### src/rtl/morse_pkg.sv
// rtl/morse_pkg.sv - shared constants, entry layout and symbol priority encoder
// Purpose: common definitions for the Morse symbol packer.
//   SENTINEL    : leading 1 that marks the start of every packed code
//   sym_kind_e  : one decoded symbol per cycle after priority resolution
//   entry_t     : queue entry layout {code, word_end, err} for the default width
//   sym_encode  : resolves simultaneous symbol bits, ws > chs > dash > dot
package morse_pkg;

   localparam int MAX_SYM_DEF = 7;
   localparam int CW_DEF      = MAX_SYM_DEF + 1;

   localparam logic [CW_DEF-1:0] SENTINEL = CW_DEF'(1);

   typedef enum logic [2:0] {
      SYM_NONE = 3'd0,
      SYM_DOT  = 3'd1,
      SYM_DASH = 3'd2,
      SYM_CHS  = 3'd3,
      SYM_WS   = 3'd4
   } sym_kind_e;

   typedef struct packed {
      logic [CW_DEF-1:0] code;
      logic              word_end;
      logic              err;
   } entry_t;

   function automatic sym_kind_e sym_encode(
      input logic i_valid,
      input logic i_ws,
      input logic i_chs,
      input logic i_dash,
      input logic i_dot
   );
      sym_kind_e kind;
      kind = SYM_NONE;
      if (i_valid) begin
         if (i_ws)        kind = SYM_WS;
         else if (i_chs)  kind = SYM_CHS;
         else if (i_dash) kind = SYM_DASH;
         else if (i_dot)  kind = SYM_DOT;
      end
      return kind;
   endfunction

endpackage

### src/rtl/morse_sync_fifo.sv
// rtl/morse_sync_fifo.sv - generic synchronous FIFO with occupancy count
// Purpose: single-clock queue; a push while full is accepted only if a pop
//   happens in the same cycle, otherwise it is ignored.
// Ports:
//   clk, reset  : clock, synchronous active-high reset
//   i_push      : write request, i_wdata written when accepted
//   i_pop       : read request, ignored while empty
//   o_rdata     : head entry (raw memory contents, caller masks when empty)
//   o_full      : count == DEPTH
//   o_empty     : count == 0
//   o_count     : occupied entries, 0..DEPTH
module morse_sync_fifo #(
   parameter int WIDTH = 10,
   parameter int DEPTH = 4
) (
   input  logic                     clk,
   input  logic                     reset,
   input  logic                     i_push,
   input  logic [WIDTH-1:0]         i_wdata,
   input  logic                     i_pop,
   output logic [WIDTH-1:0]         o_rdata,
   output logic                     o_full,
   output logic                     o_empty,
   output logic [$clog2(DEPTH):0]   o_count
);

   localparam int PW = $clog2(DEPTH);
   localparam logic [PW:0] FULL_CNT = (PW+1)'(DEPTH);

   logic [WIDTH-1:0] r_mem [DEPTH];
   logic [PW-1:0]    r_wr_ptr;
   logic [PW-1:0]    r_rd_ptr;
   logic [PW:0]      r_count;
   logic             w_wr_en;
   logic             w_rd_en;

   assign o_full  = (r_count == FULL_CNT);
   assign o_empty = (r_count == '0);
   assign o_count = r_count;
   assign o_rdata = r_mem[r_rd_ptr];

   assign w_rd_en = i_pop && !o_empty;
   // A full queue still takes a write when the head leaves in the same cycle.
   assign w_wr_en = i_push && (!o_full || w_rd_en);

   always_ff @(posedge clk) begin
      if (w_wr_en) begin
         r_mem[r_wr_ptr] <= i_wdata;
      end
   end

   always_ff @(posedge clk) begin
      if (reset) begin
         r_wr_ptr <= '0;
         r_rd_ptr <= '0;
         r_count  <= '0;
      end else begin
         if (w_wr_en) r_wr_ptr <= r_wr_ptr + PW'(1);
         if (w_rd_en) r_rd_ptr <= r_rd_ptr + PW'(1);
         case ({w_wr_en, w_rd_en})
            2'b10:   r_count <= r_count + (PW+1)'(1);
            2'b01:   r_count <= r_count - (PW+1)'(1);
            default: r_count <= r_count;
         endcase
      end
   end

endmodule

### src/rtl/morse_symbol_packer.sv
// rtl/morse_symbol_packer.sv - packs Morse symbols into sentinel-prefixed codes and queues them
// Purpose: accumulates dots/dashes of one character, emits {code, word_end, err}
//   at character/word gaps into an output FIFO with valid/ready handshake.
// Ports:
//   clk, reset                         : clock, synchronous active-high reset
//   sym_valid, sym_dot, sym_dash,
//   sym_chs, sym_ws                    : classified symbol input, ws > chs > dash > dot
//   out_valid, out_ready               : head handshake, pop when both high
//   out_code                           : 1 followed by symbols MSB-first, dash=1
//   out_word_end                       : head entry ends a word
//   out_err                            : head character exceeded MAX_SYM symbols
//   fifo_count                         : occupied queue entries
//   drop                               : one-cycle pulse when a completed entry was lost
module morse_symbol_packer
   import morse_pkg::*;
#(
   parameter int MAX_SYM    = 7,
   parameter int FIFO_DEPTH = 4
) (
   input  logic                          clk,
   input  logic                          reset,
   input  logic                          sym_valid,
   input  logic                          sym_dot,
   input  logic                          sym_dash,
   input  logic                          sym_chs,
   input  logic                          sym_ws,
   output logic                          out_valid,
   input  logic                          out_ready,
   output logic [MAX_SYM:0]              out_code,
   output logic                          out_word_end,
   output logic                          out_err,
   output logic [$clog2(FIFO_DEPTH):0]   fifo_count,
   output logic                          drop
);

   localparam int CW   = MAX_SYM + 1;
   localparam int NSW  = $clog2(MAX_SYM + 1);
   localparam int EW   = CW + 2;
   localparam int CNTW = $clog2(FIFO_DEPTH) + 1;
   localparam logic [CW-1:0]  SENT_CODE = CW'(SENTINEL);
   localparam logic [NSW-1:0] NSYM_MAX  = NSW'(MAX_SYM);

   sym_kind_e        w_kind;
   logic [CW-1:0]    r_acc;
   logic [NSW-1:0]   r_nsym;
   logic             r_err;
   logic             r_drop;
   logic             w_push;
   logic [EW-1:0]    w_push_entry;
   logic             w_boundary;
   logic             w_pop;
   logic             w_full;
   logic             w_empty;
   logic [EW-1:0]    w_head;
   logic [CNTW-1:0]  w_count;

   assign w_kind     = sym_encode(sym_valid, sym_ws, sym_chs, sym_dash, sym_dot);
   assign w_boundary = (w_kind == SYM_CHS) || (w_kind == SYM_WS);

   // A word gap always produces an entry; with no pending symbols it becomes a
   // bare space marker so the decoder still sees the word break.
   always_comb begin
      w_push       = 1'b0;
      w_push_entry = {SENT_CODE, 1'b0, 1'b0};
      case (w_kind)
         SYM_CHS: begin
            if (r_nsym != '0) begin
               w_push       = 1'b1;
               w_push_entry = {r_acc, 1'b0, r_err};
            end
         end
         SYM_WS: begin
            w_push = 1'b1;
            if (r_nsym != '0) w_push_entry = {r_acc, 1'b1, r_err};
            else              w_push_entry = {SENT_CODE, 1'b1, 1'b0};
         end
         default: ;
      endcase
   end

   // Accumulator restarts at every boundary even if the FIFO refused the entry.
   always_ff @(posedge clk) begin
      if (reset || w_boundary) begin
         r_acc  <= SENT_CODE;
         r_nsym <= '0;
         r_err  <= 1'b0;
      end else if ((w_kind == SYM_DOT) || (w_kind == SYM_DASH)) begin
         if (r_nsym < NSYM_MAX) begin
            r_acc  <= {r_acc[CW-2:0], (w_kind == SYM_DASH)};
            r_nsym <= r_nsym + NSW'(1);
         end else begin
            r_err  <= 1'b1;
         end
      end
   end

   assign w_pop = !w_empty && out_ready;

   always_ff @(posedge clk) begin
      if (reset) r_drop <= 1'b0;
      else       r_drop <= w_push && w_full && !w_pop;
   end

   morse_sync_fifo #(
      .WIDTH (EW),
      .DEPTH (FIFO_DEPTH)
   ) u_fifo (
      .clk     (clk),
      .reset   (reset),
      .i_push  (w_push),
      .i_wdata (w_push_entry),
      .i_pop   (w_pop),
      .o_rdata (w_head),
      .o_full  (w_full),
      .o_empty (w_empty),
      .o_count (w_count)
   );

   assign out_valid  = !w_empty;
   assign fifo_count = w_count;
   assign drop       = r_drop;
   assign {out_code, out_word_end, out_err} = out_valid ? w_head : '0;

endmodule
### config.mk
export PLATFORM = sky130hd
export DESIGN_NAME = morse_symbol_packer
export DESIGN_NICKNAME = d
export VERILOG_FILES = /design/src/rtl/morse_pkg.sv /design/src/rtl/morse_sync_fifo.sv /design/src/rtl/morse_symbol_packer.sv
export SDC_FILE = /design/constraint.sdc
export NUM_CORES = 1
export LEC_CHECK = 0
export ABC_AREA = 1
export BUFFER_PORTS_ARGS = -buffer_cell sky130_fd_sc_hd__buf_4
export CORE_MARGIN = 3
export CORE_UTILIZATION = 50
export DETAILED_ROUTE_END_ITERATION = 10
export MAX_ROUTING_LAYER = met4
export PLACE_DENSITY = 0.74
export SLEW_MARGIN = 25
export SYNTH_ARGS = -nofsm -noshare
export SYNTH_HDL_FRONTEND = slang
export SYNTH_HIERARCHICAL = 1
export SYNTH_SLANG_ARGS = --single-unit
### constraint.sdc
create_clock -name clk -period 1.8 [get_ports clk]
set_input_delay 0.09 -clock clk [delete_from_list [all_inputs] [get_ports clk]]
set_output_delay 0.09 -clock clk [all_outputs]
set_load 0.02 [all_outputs]
Yosys cells after proc, flatten, opt, wreduce, memory -nomap -nowiden
Memory sizes are Yosys's and may differ from the RTL's. A register that Yosys moved wholly into a read port is not among the register bits.
Index checks and enable logic that the tools add are counted.
{"block": "word_totals", "register_bits": 20, "latchBits": 0, "mem_bits_rw": 40, "mem_bits_ro": 0, "word_cells": 55, "n_memories": 1}
{"block": "classes", "addsub": 5, "multipliers": 0, "div": 0, "order_cmp": 1, "eq_ne": 7, "shifts": 0, "muxes": 16, "bitwise": 1, "reduce_logical": 17}
{"memory": "u_fifo.r_mem", "depth": 4, "width": 10, "read_ports": 1, "rd_clocked_by_memory_dff": 1, "write_ports": 1, "line": "morse_sync_fifo.sv:30", "text": "logic [WIDTH-1:0] r_mem [DEPTH];"}
{"cell": "two-way mux 10 bit", "count": 3}
{"cell": "one-hot mux 10 bit (2 select lines)", "count": 1}
{"cell": "two-way mux 2 bit", "count": 4}
{"cell": "adder 3 x 1 -> 3 bit (second input constant)", "count": 2}
{"cell": "equality test 3 x 2 -> 1 bit (second input constant)", "count": 2}
{"cell": "equality test 3 bit (second input constant)", "count": 2}
{"cell": "two-way mux 3 bit", "count": 2}
{"cell": "one-hot mux 3 bit (2 select lines)", "count": 1}
{"cell": "logical AND 1 bit", "count": 5}
{"cell": "adder 2 x 1 -> 2 bit (second input constant)", "count": 2}
{"cell": "logical OR 1 bit", "count": 4}
{"cell": "two-way mux 1 bit", "count": 4}
{"cell": "AND reduction 2 bit", "count": 2}
{"cell": "equality test 3 x 1 -> 1 bit (second input constant)", "count": 1}
{"cell": "logical NOT 1 bit", "count": 3}
{"cell": "logical NOT 3 bit", "count": 1}
{"cell": "< comparator 3 bit (second input constant)", "count": 1}
{"cell": "nonzero test 3 bit", "count": 1}
{"cell": "subtractor 3 x 1 -> 3 bit (second input constant)", "count": 1}
{"cell": "equality test 2 x 1 -> 1 bit (second input constant)", "count": 1}
{"cell": "equality test 2 bit (second input constant)", "count": 1}
{"cell": "one-hot mux 1 bit (2 select lines)", "count": 1}
{"cell": "nonzero test 2 bit", "count": 1}
{"cell": "inverter 1 bit", "count": 1}

Logic depth before layout (Yosys ltp)
Gate-level depths: netlist of run 1.
{"block": "depth", "ltp_word": 10, "ltp_mapped": 13}

Modules after synthesis
The synthesis of run 1 kept the hierarchy.
{"mod": "morse_sync_fifo", "instances": 1, "cells_per_inst": 161, "area_each_um2": 1959.4, "seq_area_each_um2": 1381.3}
{"mod": "morse_symbol_packer", "instances": 1, "cells_per_inst": 119, "area_each_um2": 752.0, "seq_area_each_um2": 260.2}

Worst setup path before layout of run 1
Ideal clock, no wire load.
{"block": "synth_timing", "path_kind": "reg2reg", "from": "register u_fifo.r_count[2] (netlist: u_fifo/o_count[2])", "to": "register u_fifo.r_count[2] (netlist: u_fifo/o_count[2])", "setup_time_ps": 115, "t_arrival_ps": 1997, "required_ps": 1685, "slack_ps": -312, "stages_incl_launch_ff": 13, "n_path_buf": 0, "synth_period_minus_slack_ps": 2112, "path_cell_list": "dfxtp_1 -> inv_1 -> nand2_2 -> inv_1 -> inv_1 -> nand2_1 -> inv_1 -> nand3_1 -> fa_1 -> inv_1 -> nand4_1 -> a21oi_1 -> nor2_1"}
{"block": "synth_between", "elab_chain_cells": 8, "word_cells_on_any_way": 14, "cone_classes": "add/sub: 2; eq/ne: 3; mux: 1; reduce/logical: 8"}
{"element": "from (decl)", "line": "morse_sync_fifo.sv:33", "text": "logic [PW:0] r_count;"}
{"element": "from (signal assigned)", "line": "morse_sync_fifo.sv:61", "text": "2'b10: r_count <= r_count + (PW+1)'(1);"}
{"element": "from (signal assigned)", "line": "morse_sync_fifo.sv:62", "text": "2'b01: r_count <= r_count - (PW+1)'(1);"}
{"element": "from (signal assigned)", "line": "morse_sync_fifo.sv:63", "text": "default: r_count <= r_count;"}
{"element": "logical NOT 3 bit *", "line": "morse_sync_fifo.sv:38", "text": "assign o_empty = (r_count == '0);"}
{"element": "via w_empty", "line": "morse_symbol_packer.sv:53", "text": "logic w_empty;"}
{"element": "logical NOT 1 bit *"}
{"element": "via out_valid", "line": "morse_symbol_packer.sv:27", "text": "output logic out_valid,"}
{"element": "logical AND 1 bit *", "line": "morse_symbol_packer.sv:97", "text": "assign w_pop = !w_empty && out_ready;"}
{"element": "via w_pop", "line": "morse_symbol_packer.sv:51", "text": "logic w_pop;"}
{"element": "logical AND 1 bit *", "line": "morse_sync_fifo.sv:42", "text": "assign w_rd_en = i_pop && !o_empty;"}
{"element": "logical OR 1 bit", "line": "morse_sync_fifo.sv:44", "text": "assign w_wr_en = i_push && (!o_full || w_rd_en);"}
{"element": "logical AND 1 bit", "line": "morse_sync_fifo.sv:44"}
{"element": "equality test 2 x 1 -> 1 bit / equality test 2 bit (equally long branches)", "line": "morse_sync_fifo.sv:60", "text": "case ({w_wr_en, w_rd_en})"}
{"element": "one-hot mux 3 bit (2 select lines) / nonzero test 2 bit (equally long branches)"}
Mark *: on every way through the listed nets, which the timed path passes. The rest lies on a longest branch.
A chain may end at the register's enable or synchronous reset.

Final worst setup path of run 1
{"block": "layout_timing", "from": "register u_fifo.r_count[1] (netlist: u_fifo/o_count[1])", "to": "register u_fifo.r_count[2] (netlist: u_fifo/o_count[2])"}
{"block": "layout_between", "elab_chain_cells": 8, "word_cells_on_any_way": 14, "cone_classes": "add/sub: 2; eq/ne: 3; mux: 1; reduce/logical: 8"}
{"element": "logical NOT 3 bit *", "line": "morse_sync_fifo.sv:38"}
{"element": "via w_empty", "line": "morse_symbol_packer.sv:53"}
{"element": "logical NOT 1 bit *", "line": "morse_symbol_packer.sv:97"}
{"element": "logical AND 1 bit *", "line": "morse_symbol_packer.sv:97"}
{"element": "via w_pop", "line": "morse_symbol_packer.sv:51"}
{"element": "logical AND 1 bit *", "line": "morse_sync_fifo.sv:42"}
{"element": "logical OR 1 bit", "line": "morse_sync_fifo.sv:44"}
{"element": "logical AND 1 bit", "line": "morse_sync_fifo.sv:44"}
{"element": "equality test 2 x 1 -> 1 bit / equality test 2 bit (equally long branches)", "line": "morse_sync_fifo.sv:60"}
{"element": "one-hot mux 3 bit (2 select lines) / nonzero test 2 bit (equally long branches)"}
Marks and branches as above.

==> results of run 1 <==
-- sequential cells by signal, summed over array words and instances, names as in the netlist, named ones only --
register / count
u_fifo/r_mem: 40
r_acc: 8
r_nsym: 3
u_fifo/o_count: 3
u_fifo/r_rd_ptr: 2
u_fifo/r_wr_ptr: 2
drop: 1
r_err: 1
-- per-layer routing --
metal | vias up | global-route usage (%) | wire [um]
met1 | 916 | 21.3 | 2320
li1 | 1015 | - | -
met4 | 0 | 10.5 | 99
met2 | 36 | 26.0 | 2450
met5 | - | - | 0
met3 | 7 | 2.71 | 173
-- kinds of logic (layout without fill, tap and decap cells) --
group / Yosys count / count (layout)
AO/OA/AOI/OAI: 55 / 55
buffers and inverters: 56 / 104
AND/OR/NAND/NOR: 99 / 99
flip-flops: 62 / 62
adder cells (fa/ha/maj): 7 / 7
XOR/XNOR: 1 / 1
-- path summary, 6_finish.rpt --
kind / from / endpoint
setup / recovery: u_fifo/o_count[1]$_SDFFE_PP0P_ / u_fifo/o_count[2]$_SDFFE_PP0P_
hold / removal: sym_dash / r_acc[0]$_SDFFE_PP1P_
setup reg to reg: u_fifo/o_count[1]$_SDFFE_PP0P_ / u_fifo/o_count[2]$_SDFFE_PP0P_
hold reg to reg: r_err$_SDFFE_PP0P_ / r_err$_SDFFE_PP0P_
-- metrics by stage --
stage / hold WS (ns) / setup slack [ns] / instances / utilization, % / setup TNS [ns]
finish: 0.0311 / 0.0506 / 398 / 63.5 / 0
floorplan: 0.149 / -0.0203 / 280 / - / -0.576
CTS: 0.0228 / 0.00491 / 392 / 61.9 / 0
global placement: 0.286 / 0.0842 / 375 / 58.6 / 0
global route: 0.0577 / -0.0570 / 398 / 63.5 / -0.0570
detailed placement: 0.283 / -0.0451 / 375 / 58.6 / -0.0451
-- cell usage in the layout, fill, tap and decap left out, drive strengths merged --
cell type	instances
o22ai	10
inv	47
buf	40
nor2	55
dfxtp	22
nand3	16
nand4	3
dlygate4sd3	1
xor2	1
a21oi	16
o21ai	28
a21boi	1
or2	1
fa	1
edfxtp	40
ha	6
clkinv	5
clkinvlp	1
nand2	24
clkbuf	10
-- power by group through the flow --
stage               clock [mW]  combinational, mW  sequential [mW]
floorplan                    0              0.333             1.62
global route              1.04              0.658             1.58
CTS                      0.994              0.556             1.58
detailed placement           0              0.551             1.61
finish                   0.972              0.604             1.58
global placement             0              0.540             1.61
-- cell type report --
cell class              instances  area share (%)
clock buffers                  10            3.89
clock inverters                 6           0.877
inverters                      47            5.45
multi-input cells             162            27.2
flip-flops and latches         62            50.4
well taps                      70            2.67
repair buffers                 41            9.45
-- synthesized netlist by cell type, types with 6 or more instances --
cell type / number / area [sq um]
a21oi_1: 16 / 80.1
clkbuf_1: 6 / 22.5
dfxtp_1: 22 / 440
edfxtp_1: 40 / 1200
ha_1: 6 / 75.1
inv_1: 46 / 173
nand2_1: 18 / 67.6
nand2_2: 6 / 37.5
nand3_1: 15 / 75.1
nor2_1: 51 / 191
o21ai_0: 25 / 125
o22ai_1: 10 / 62.6
-- tightest hold or removal path, delay by kind of cell --
kind | cells | cell delay (ns)
simple gates | 2 | 0.14
buf+inv | 1 | 0.09
-- timing repair --
item	4_1_cts	5_1_grt
gates resized for setup	2	17
pin swaps	0	5
hold endpoints to repair	2	0
setup endpoints to repair	1	11
hold buffers	1	0
setup buffers	0	6
==> metrics.yaml, run 1 <==
critical_path_buf_inv_count: 4
synthCells: 280
p_int_mw: 2.28
syn_area_sq_um: 2710
powerDensity_nw_per_um2: 960
path_common_cell: "inv_2"
avgSynthCellArea_sq_um: 9.68
ir_worst_vdd_v: 0.000459
cts_root_buf: "clkbuf_8"
critPathArrivalTime_ns: 2.02
dpl.hpwl_mm: 3.40
nets: 338
startpoint_type: "flip-flop"
io_buffers: 22
die_w_um: 79.6
worstMarginPinSlew_ns: 0.451
grt_start_max_net_pins: 21
dr.pass1.iters: 4
max_cap_viol_count: 0
antenna_left: 0
drive_above_1_share_pct: 26.5
start_util_pct: 52.4
hp-class: "primary input to flip-flop"
p_sw_share_pct: 27.8
synth-seq-cells: 62
gp_congestion: 0.804
fp.dieH_um: 79.6
rows: 26
synthMuxAreaShare_pct: 0
yosys.area_share.adder_pct: 3.51
drc: 0
crit_type: "flip-flop to flip-flop"
multi_input_area_sq_um: 895
path_depth: 13
core_area_sq_um: 5170
final_cell_area_sq_um: 3280
fin_crit_sh_pct: 97.2
fin_skew_ns: 0.00846
insertion_delay_ns: 0.33
path_cells: "nor2_2 > nand2_2 > inv_1 > inv_2 > nand2_2 > inv_2 > nand3_4 > fa_2 > inv_2 > nand4_1 > nand3_1 > nand2_1 > nor2_1"
crit_slowest_cell: "fa_2"
n_antenna_cell: 0
slowest_delay_ns: 0.39
synthSimpleGateAreaFrac_pct: 16.3
fin_crit_ns: 1.75
combPwrFrac_pct: 19.1
syn-num-nets: 295
ff_latch_area_sq_um: 1660
clockPowerShare_pct: 30.8
vias_per_cell: 4.96
leakagePower_nw: 1.34
cpLargestDelayFamily: "simple AND/OR/NAND/NOR gates"
wl_mm: 5.04
grt_pass1_vias: 1728
fillers: 402
cts_sinks: 62
cts_max_path_buffers: 2
synth_flop_cell: "edfxtp_1"
area.growth.synth_to_final_pct: 21.1
fmax_mhz: 572
grt_usage_pct: 17.0
first_iter_violations: 83
setup_viol: 0
cts_buffers: 9
r2r_slack_ns: 0.05
num_vias: 1974
clkTransAtPathRegs_ns: 0.07
seq_area_frac_synth_pct: 60.5
required_ns: 2.07
synth_top_family_by_area: "simple AND/OR/NAND/NOR gates"
power_switching_mw: 0.876
cp_max_fo: 4
synth_cell_types: 26
synthXorXnorAreaFrac_pct: 0.323
r2r_cells: 13
rsz0062_at_grt: "true"
cts_max_level: 3
io_pins: 23
die_area_sq_um: 6340
grt_pass1_wl_mm: 7.94
drv_slew: 0
synth_compound_gate_area_share_pct: 11.1
grt_remaining_overflow: 0
placed_area_sq_um: 3030
synth-edff-count: 40
power.share.sequential_pct: 50.0
status: "finished clean"
setup.worst_path.end_class: "flip-flop"
finalHoldViolations: 0
wl_per_cell_um: 12.7
yosys_warnings: 6
cts_tree: "done"
finalPower_mw: 3.15
slew_headroom_pct: 69.8
hold_depth: 3
antenna_found_initial: 0
async_flop_share_pct: 0
Note: power is estimated with default switching activity, not from simulation.
==> run 2: changes to the inputs <==
- BUFFER_PORTS_ARGS: -buffer_cell sky130_fd_sc_hd__buf_4 -> unset
- DONT_BUFFER_PORTS: unset -> 1
- MAX_ROUTING_LAYER: met4 -> unset
- PLACE_DENSITY: 0.74 -> 0.71
==> run 2 against run 1 <==
Cell count fell by 2.0%. Non-clock buffer count down 8. Wire length is 4.3% higher. Total power rose by 6.7%. Highest routed layer unchanged.
==> metrics.yaml, run 2 (synthesis gave the netlist of run 1 again) <==
antenna_left: 0  # unchanged
wl_mm: 5.26  # was 5.04 mm
r2r_slack_ns: 0.02  # was 0.05 ns
reg2reg_from: "r_nsym[1]$_SDFFE_PP0P_"  # was u_fifo/o_count[1]$_SDFFE_PP0P_
cts_sinks: 62  # unchanged
dpl.hpwl_mm: 3.52  # was 3.40 mm
first_iter_violations: 141  # was 83
worstMarginPinSlew_ns: 0.554  # was 0.451 ns
fin_crit_sh_pct: 99.2  # was 97.2%
powerDensity_nw_per_um2: 1010  # was 960 nW/um^2
finalHoldViolations: 0  # unchanged
ir_worst_vdd_v: 0.000581  # was 0.000459 V
critPathCapture: "u_fifo/o_count[2]$_SDFFE_PP0P_"  # unchanged
wl_per_cell_um: 13.5  # was 12.7 um
grt_pass1_wl_mm: 8.51  # was 7.94 mm
cts_tree: "done"  # unchanged
r2r-end: "u_fifo/o_count[2]$_SDFFE_PP0P_"  # unchanged
antenna_found_initial: 0  # unchanged
final_cell_mix: "nor2_1, edfxtp_1, inv_1"  # was nor2_1, buf_4, edfxtp_1
nets: 330  # was 338
rows: 26  # unchanged
die_w_um: 79.6  # unchanged
grt_pass1_vias: 1843  # was 1728
startpoint_type: "flip-flop"  # unchanged
fmax_mhz: 560  # was 572 MHz
fp.dieH_um: 79.6  # unchanged
hp-class: "primary input to flip-flop"  # unchanged
cp_max_fo: 2  # was 4
grt_start_max_net_pins: 21  # unchanged
finalPower_mw: 3.36  # was 3.15 mW
multi_input_area_sq_um: 925  # was 895 sq um
finalNonFillerCells: 390  # was 398
crit_type: "flip-flop to flip-flop"  # unchanged
vias_per_cell: 4.96  # about the same
grt_remaining_overflow: 0  # unchanged
rsz0062_at_grt: "true"  # unchanged
max_cap_viol_count: 0  # unchanged
reg_top3: "u_fifo/r_mem x40, r_acc x8"  # unchanged
fin_crit_ns: 1.78  # was 1.75 ns
regMostFlops: "u_fifo/r_mem"  # unchanged
status: "finished clean"  # unchanged
cts_root_buf: "clkbuf_8"  # unchanged
path_cells: "inv_2 > ha_4 > nand2_4 > nand2_4 > nand2_4 > buf_6 > inv_4 > nand3_4 > fa_2 > inv_2 > nand4_1 > a21oi_2 > nor2_1"  # was nor2_2 > nand2_2 > inv_1 > inv_2 > nand2_2 > inv_2 > nand3_4 > fa_2 > inv_2 > nand4_1 > nand3_1 > nand2_1 > nor2_1
cts_max_level: 3  # unchanged
gp_congestion: 0.788  # was 0.804
dr.pass1.iters: 4  # unchanged
io_pins: 23  # unchanged
drive_above_1_share_pct: 26.6  # was 26.5%
setup.worst_path.end_class: "flip-flop"  # unchanged
area.growth.synth_to_final_pct: 22.2  # was 21.1%
n_antenna_cell: 0  # unchanged
io_buffers: 0  # was 22
cts_buffers: 9  # unchanged
r2r_cells: 13  # unchanged
slew_headroom_pct: 63.0  # was 69.8%
dp_cells: 364  # was 375
utilization_pct: 64.1  # was 63.5%
fillers: 409  # was 402
start_util_pct: 52.4  # unchanged
num_vias: 1934  # was 1974
drc: 0  # unchanged
fin_skew_ns: 0.00694  # was 0.00846 ns
layout_commonest_cell: "nor2_1"  # unchanged
ff_latch_area_sq_um: 1660  # about the same
core_area_sq_um: 5170  # unchanged
path_common_cell: "nand2_4"  # was inv_2
leakagePower_nw: 1.33  # was 1.34 nW
critPathArrivalTime_ns: 2.00  # was 2.02 ns
post-place-ws_ns: -0.141  # was -0.0451 ns
setup_viol: 0  # unchanged
grt_usage_pct: 17.5  # was 17.0%
worstHoldStart: "sym_valid"  # was sym_dash
required_ns: 2.02  # was 2.07 ns
crit_slowest_cell: "fa_2"  # unchanged
largest_register_ffs: 40  # unchanged
slowest_delay_ns: 0.36  # was 0.39 ns
die_area_sq_um: 6340  # unchanged
insertion_delay_ns: 0.32  # was 0.33 ns
clkTransAtPathRegs_ns: 0.07  # about the same
cts_max_path_buffers: 2  # unchanged
drv_slew: 0  # unchanged
worst_slack_ns: 0.0152  # was 0.0506 ns
critPathLaunch: "r_nsym[1]$_SDFFE_PP0P_"  # was u_fifo/o_count[1]$_SDFFE_PP0P_
==> run 2: timing repair <==
item,4_1_cts,5_1_grt
hold buffers,3,0
pin swaps,6,7
buffers inserted,3,4
endpoints found under the hold margin,6,0
gates resized for setup,11,19
endpoints found under the setup margin,44,32
==> run 2: critical path, delay by kind of cell (launching register included) <==
kind	cells	cell delay [ns]
compound gates	1	0.17
simple gates	6	0.38
flops	1	0.33
fa+ha+maj	2	0.50
buf+inv	4	0.29
==> run 2: final cells by class <==
cell class | instances | area share (%)
Clock buffer | 10 | 4.15
Clock inverter | 6 | 1.85
Inverter | 47 | 5.40
Multi-Input combinational cell | 162 | 27.9
Sequential cell | 62 | 50.0
Tap cell | 70 | 2.64
Timing Repair Buffer | 33 | 8.04
==> run 2: routing by layer <==
layer  wire [um]  GRT usage, %  up-vias
met5           0             0        -
met4          27          6.70        0
met3         156          3.05        2
met2        2680          29.8       31
met1        2390          22.2      907
li1            -             -      994
==> run 2: worst min-delay path by stage <==
stage	end	slack, ns	cells past startpoint
5_1_grt	r_err$_SDFFE_PP0P_	0.06	4
3_5_place_dp	u_fifo/o_count[0]$_SDFFE_PP0P_	0.16	1
6_report	r_err$_SDFFE_PP0P_	0.06	4
2_1_floorplan	u_fifo/o_count[0]$_SDFFE_PP0P_	0.15	1
3_3_place_gp	u_fifo/o_count[0]$_SDFFE_PP0P_	0.15	1
4_1_cts	r_err$_SDFFE_PP0P_	0.05	4
==> run 2: stage by stage <==
step | TNS (ns) | hold slack, ns | instance area [sq um]
after CTS | -2.00 | 0.0499 | 3220
after global placement | -2.21 | 0.152 | 2950
after global routing | -0.641 | 0.0645 | 3310
final | 0 | 0.0637 | 3310
after floorplan | -0.576 | 0.149 | 2740
after detailed placement | -4.04 | 0.158 | 2950
==> run 2: power breakdown <==
group,switching [mW],internal [mW],total [mW],leakage [nW]
Sequential,0.0242,1.55,1.58,0.574
Clock,0.519,0.672,1.19,0.102
Combinational,0.368,0.227,0.595,0.650
